$ cat src/rtl/climate_trend_monitor.sv
// Climate trend monitor: captures predictor results on done rising edges, buffers legal codes
// for a valid/ready reader, tracks STORM persistence and counts dropped/malformed samples.
module climate_trend_monitor #(
    parameter int DEPTH     = 8,
    parameter int ALERT_RUN = 3,
    parameter int CNT_W     = 8
) (
    input  logic                    clk,
    input  logic                    rst_n,
    input  logic [2:0]              climate_condition,
    input  logic                    done,
    input  logic                    out_ready,
    output logic                    out_valid,
    output logic [2:0]              out_code,
    output logic [$clog2(DEPTH):0]  fifo_count,
    output logic                    storm_alert,
    output logic [7:0]              storm_run,
    output logic [CNT_W-1:0]        overflow_cnt,
    output logic [CNT_W-1:0]        bad_code_cnt
);

    // state | meaning
    // CALM  | no STORM run in progress
    // WATCH | STORM run started, shorter than ALERT_RUN
    // ALERT | STORM run of at least ALERT_RUN, storm_alert high
    typedef enum logic [1:0] {
        CALM  = 2'd0,
        WATCH = 2'd1,
        ALERT = 2'd2
    } state_t;

    localparam int               AW       = $clog2(DEPTH);
    localparam logic [AW:0]      FULL_CNT = (AW + 1)'(DEPTH);
    localparam logic [7:0]       RUN_TGT  = 8'(ALERT_RUN);
    localparam logic [CNT_W-1:0] CNT_MAX  = '1;
    localparam logic [2:0]       CODE_STORM = 3'd3;

    logic           done_q;
    logic           armed;
    logic           capture;
    logic           legal;
    logic           is_storm;
    logic           push_req;
    logic           push;
    logic           pop;
    logic           full;
    logic           drop;
    logic           bad;

    logic [2:0]     mem [DEPTH];
    logic [AW-1:0]  wr_ptr;
    logic [AW-1:0]  rd_ptr;
    logic [AW:0]    count;

    state_t         state_q;
    state_t         state_d;
    logic [7:0]     run_q;
    logic [7:0]     run_d;
    logic [7:0]     run_inc;

    // armed blocks a done that is already high when reset releases; it needs a low first
    always_ff @(posedge clk or negedge rst_n) begin
        if (!rst_n) begin
            done_q <= 1'b0;
            armed  <= 1'b0;
        end else begin
            done_q <= done;
            armed  <= armed | ~done;
        end
    end

    assign capture  = done & ~done_q & armed;
    assign legal    = (climate_condition != 3'd0) && (climate_condition <= 3'd4);
    assign is_storm = (climate_condition == CODE_STORM);
    assign push_req = capture & legal;
    assign bad      = capture & ~legal;

    assign full     = (count == FULL_CNT);
    assign out_valid = (count != '0);
    assign pop      = out_valid & out_ready;
    assign push     = push_req & (~full | pop);
    assign drop     = push_req & full & ~pop;

    always_ff @(posedge clk or negedge rst_n) begin
        if (!rst_n) begin
            for (int i = 0; i < DEPTH; i++) begin
                mem[i] <= 3'd0;
            end
        end else if (push) begin
            mem[wr_ptr] <= climate_condition;
        end
    end

    always_ff @(posedge clk or negedge rst_n) begin
        if (!rst_n) begin
            wr_ptr <= '0;
            rd_ptr <= '0;
            count  <= '0;
        end else begin
            if (push) begin
                wr_ptr <= wr_ptr + 1'b1;
            end
            if (pop) begin
                rd_ptr <= rd_ptr + 1'b1;
            end
            case ({push, pop})
                2'b10:   count <= count + 1'b1;
                2'b01:   count <= count - 1'b1;
                default: count <= count;
            endcase
        end
    end

    assign out_code   = mem[rd_ptr];
    assign fifo_count = count;

    always_ff @(posedge clk or negedge rst_n) begin
        if (!rst_n) begin
            overflow_cnt <= '0;
            bad_code_cnt <= '0;
        end else begin
            if (drop && overflow_cnt != CNT_MAX) begin
                overflow_cnt <= overflow_cnt + 1'b1;
            end
            if (bad && bad_code_cnt != CNT_MAX) begin
                bad_code_cnt <= bad_code_cnt + 1'b1;
            end
        end
    end

    // dropped samples still feed the FSM, so it keys off push_req rather than push
    assign run_inc = run_q + 8'd1;

    always_comb begin
        state_d = state_q;
        run_d   = run_q;
        if (push_req) begin
            case (state_q)
                CALM: begin
                    if (is_storm) begin
                        run_d   = 8'd1;
                        state_d = (RUN_TGT == 8'd1) ? ALERT : WATCH;
                    end else begin
                        run_d = 8'd0;
                    end
                end
                WATCH: begin
                    if (is_storm) begin
                        run_d = run_inc;
                        if (run_inc == RUN_TGT) begin
                            state_d = ALERT;
                        end
                    end else begin
                        run_d   = 8'd0;
                        state_d = CALM;
                    end
                end
                ALERT: begin
                    if (is_storm) begin
                        run_d = (run_q == 8'hFF) ? run_q : run_inc;
                    end else begin
                        run_d   = 8'd0;
                        state_d = CALM;
                    end
                end
                default: begin
                    run_d   = 8'd0;
                    state_d = CALM;
                end
            endcase
        end
    end

    always_ff @(posedge clk or negedge rst_n) begin
        if (!rst_n) begin
            state_q <= CALM;
            run_q   <= 8'd0;
        end else begin
            state_q <= state_d;
            run_q   <= run_d;
        end
    end

    assign storm_alert = (state_q == ALERT);
    assign storm_run   = run_q;

endmodule

$ cat config.mk
export PLATFORM = sky130hd
export DESIGN_NAME = climate_trend_monitor
export DESIGN_NICKNAME = d
export VERILOG_FILES = /design/src/rtl/climate_trend_monitor.sv
export SDC_FILE = /design/constraint.sdc
export NUM_CORES = 1
export LEC_CHECK = 0
export CORE_MARGIN = 2
export CORE_UTILIZATION = 45
export DETAILED_ROUTE_END_ITERATION = 6
export GPL_TIMING_DRIVEN = 0
export HOLD_SLACK_MARGIN = 0.05
export PLACE_DENSITY = 0.73
export SYNTH_ARGS = -nofsm -noshare
export SYNTH_HDL_FRONTEND = slang
export SYNTH_SLANG_ARGS = --single-unit
$ cat constraint.sdc
create_clock -name clk -period 4.5 [get_ports clk]
set_clock_uncertainty 0.2 [all_clocks]
set_input_delay 0.45 -clock clk [delete_from_list [all_inputs] [get_ports clk]]
set_output_delay 0.45 -clock clk [all_outputs]
set_load 0.05 [all_outputs]
==> impl_results.md <==
- Pre-CTS setup slack: 1.40 ns
- CP Capture Type: output pin
- Syn_nets: 287
- Final core occ: 57.5%
- DIE HEIGHT: 88.7 um
- H-tree depth: 3
- Post-synth EDFFs: 0
- Register area share after synthesis: 48.1%
- Cell Area, Synth: 0.00323 sq mm
- Status: complete, no violations
- Ant diodes: 0
- Reg2reg start: storm_run[1]$_DFFE_PN0P_
- Startpoint Class: flip-flop
- Met1 Resource Use GR: 25.4%
- Hold Vio Cnt, Final: 0
- Die area: 0.00787 sq mm
- Most frequent cells in the layout: dfrtp_1 (62), clkdlybuf4s50_1 (38), mux2_2 (26)
- Setup slack, reg-to-reg: 2.10 ns
- First-pass GRT wire length: 11,000 um
- Final nets: 338
- Number of max-cap violations: 0
- Final Setup Violations: 0
- Die W: 88.7 um
- Maximum clock insertion buffer count: 2
- Core Rows: 30
- Slew Viols, Final: 0
- Gate power share: 39.3%
- Placed Cells: 404
- Hold WC Path Type: flip-flop to flip-flop
- Reg-to-reg endpoint: storm_run[4]$_DFFE_PN0P_
- Residual DRC: 0
- Most used routing layer: met2
- Clock share of power: 22.5%
- PortBufs: 39
- CTS tree: built
- Post-Layout Cell Count: 421
- CTS Buf Count: 9
- Routed len/inst: 15.1 um
- Congestion Overflow GR: 0
- Met2 Use GR: 28.2%
- Cells after synthesis: 269
- Crit path DAT: 2.74 ns
- Largest net degree at the start of global routing: 63
- Max frequency: 295 MHz
- Clk root buf: clkbuf_8
- Pwr Density: 558 mW/mm^2
- Crit path launch: rd_ptr[0]$_DFFE_PN0P_
- Ports: 40
- Commonest non-fill, non-tap cell in the layout: dfrtp_1
- Post-DP HPWL: 4440 um
- GP Congestion: 0.826
- CP Class: flip-flop to output pin
- Synth area leaders: dfrtp_1 (48%), mux2_2 (9.1%), xnor2_1 (5.2%)
- Sink Count: 62
- TritonRoute pass-1 iters: 4
- Crit path time final: 3.39 ns
- Core area: 0.00687 sq mm
- Tot GR Track Use: 18.2%
- Setup_tns: 0 ns
- Vias in the first global route: 2,328
- Synth-to-Final Area Change: 22.3%
- Post-CTS Setup Bufs: 0
- Distinct cells, synth: 52
- Reg2Reg Depth: 7
- Switch share: 36.8%
- CP Capture Point: out_code[2]
- Cell taking the most area after synthesis: dfrtp_1
- Initial Utilization: 47.0%
- Final setup margin: 1.11 ns
- Top-area cell type share of the netlist area: 48.1%
- Final period util: 75.4%
- RSZ-0062 raised after global routing: no
- Pleak: 1.68 nW
- Slew headroom: 47.6%
- Slew @ Worst Pin: 0.786 ns
- Fill count: 557
- Seq cells post-synth: 62
- Reg power frac: 38.2%
- Async set or reset register ratio after synthesis: 100%
- Worst-skew pair later-pin latency: 0.33 ns
- Psw: 0.811 mW
- Mean Syn Cell Area: 12.0 sq um
- Met3 Use GR: 3.36%
- VDD IR max: 0.315 mV
- Layout cells sized above 1: 20.3%
- ANT nets after route: 0
- Clock transition at path regs: 0.07 ns
- Post-DR vias/cell: 5.43
- CP required: 3.85 ns
- Via count: 2,288
- Initial antenna violation count: 0
- Post-synth top flop: dfrtp_1
- Cell internal pwr: 1.39 mW
- Post-CTS sizing: 0
- Final WL: 6360 um
- Initial DRC Count: 81
- Crit-path max FO: 7
- Ys Warns: 0
[cells in the mapped netlist (all sizes together), types with 2 or more instances]
master and number:
a21oi 9, a311oi 2, a31oi 6, and2 2, and3 7, and4 3, and4bb 4, buf 9
clkbuf 4, dfrtp 62, ha 11, inv 4, mux2 32, mux4 6, nand2 15, nand2b 2
nand3 10, nand3b 2, nand4 7, nand4b 3, nor2 16, nor3 3, o2111a 2, o21ai 5
or2 2, or3 2, or4 2, xnor2 19, xor2 4
[state kept, by name (all words and copies together) (netlist names)]
signal and cells:
overflow_cnt 8, wr_ptr 3, rd_ptr 3, storm_run 8, mem 24, bad_code_cnt 8
armed 1, done_q 1, fifo_count 4, state_q 2
[per-layer routing]
layer / wire, um / part of all wire (%) / vias to the layer above
met5: 0 / 0 / -
met4: 88 / 1.4 / 0
met3: 184 / 2.9 / 8
met2: 3160 / 50 / 31
met1: 2930 / 46 / 1150
li1: - / - / 1099
[worst min-delay path by stage]
stage,cells after the start,startpoint,to
floorplan,0,rst_n,armed$_DFF_PN0_
global placement,1,armed$_DFF_PN0_,armed$_DFF_PN0_
detailed placement,1,armed$_DFF_PN0_,armed$_DFF_PN0_
CTS,1,armed$_DFF_PN0_,armed$_DFF_PN0_
global route,1,armed$_DFF_PN0_,armed$_DFF_PN0_
finish,1,armed$_DFF_PN0_,armed$_DFF_PN0_
[power by group through the flow]
stage,registers [mW],logic [mW],clock network (mW)
2_1_floorplan,0.939,0.528,0
3_3_place_gp,0.842,0.853,0
3_5_place_dp,0.850,0.872,0
4_1_cts,0.842,0.877,0.504
5_1_grt,0.870,0.932,0.528
6_report,0.841,0.865,0.496
[timing repair]
| item | CTS | global route |
|---|---|---|
| endpoints found under the hold margin | 62 | 0 |
| hold buffers | 1 | 0 |
| endpoints found under the setup margin | 0 | 0 |
[cell families after synthesis]
family | share of synthesized area (%)
simple gates | 16.0
buf+inv | 2.44
fa+ha+maj | 4.26
xor+xnor | 6.24
mux | 15.7
flops | 48.1
compound gates | 7.36
[worst max-delay path, stage by stage, from the launching register on]
cell,delay [ns]
dfrtp_1,0.35
clkbuf_1,0.48
mux4_2,0.60
mux2_2,0.28
clkdlybuf4s50_1,0.70
[layout make-up]
| type | instances | area (sq um) | share of cell area [%] |
|---|---|---|---|
| Multi-Input combinational cell | 190 | 1600 | 40.5 |
| Clock buffer | 13 | 159 | 4.03 |
| Timing Repair Buffer | 40 | 398 | 10.1 |
| Clock inverter | 3 | 42.5 | 1.08 |
| Sequential cell | 62 | 1550 | 39.3 |
| Inverter | 4 | 15.0 | 0.380 |
| Tap cell | 96 | 120 | 3.04 |
| Buffer | 13 | 63.8 | 1.62 |
[stage by stage]
stage	hold WS (ns)	power, mW	cell area [sq um]
CTS	0.281	2.22	3950
global placement	0.250	1.69	3740
detailed placement	0.262	1.72	3740
global route	0.299	2.33	3950
finish	0.275	2.20	3950
floorplan	-0.0456	1.47	3230
No activity file was read; power rests on OpenSTA's default activity.
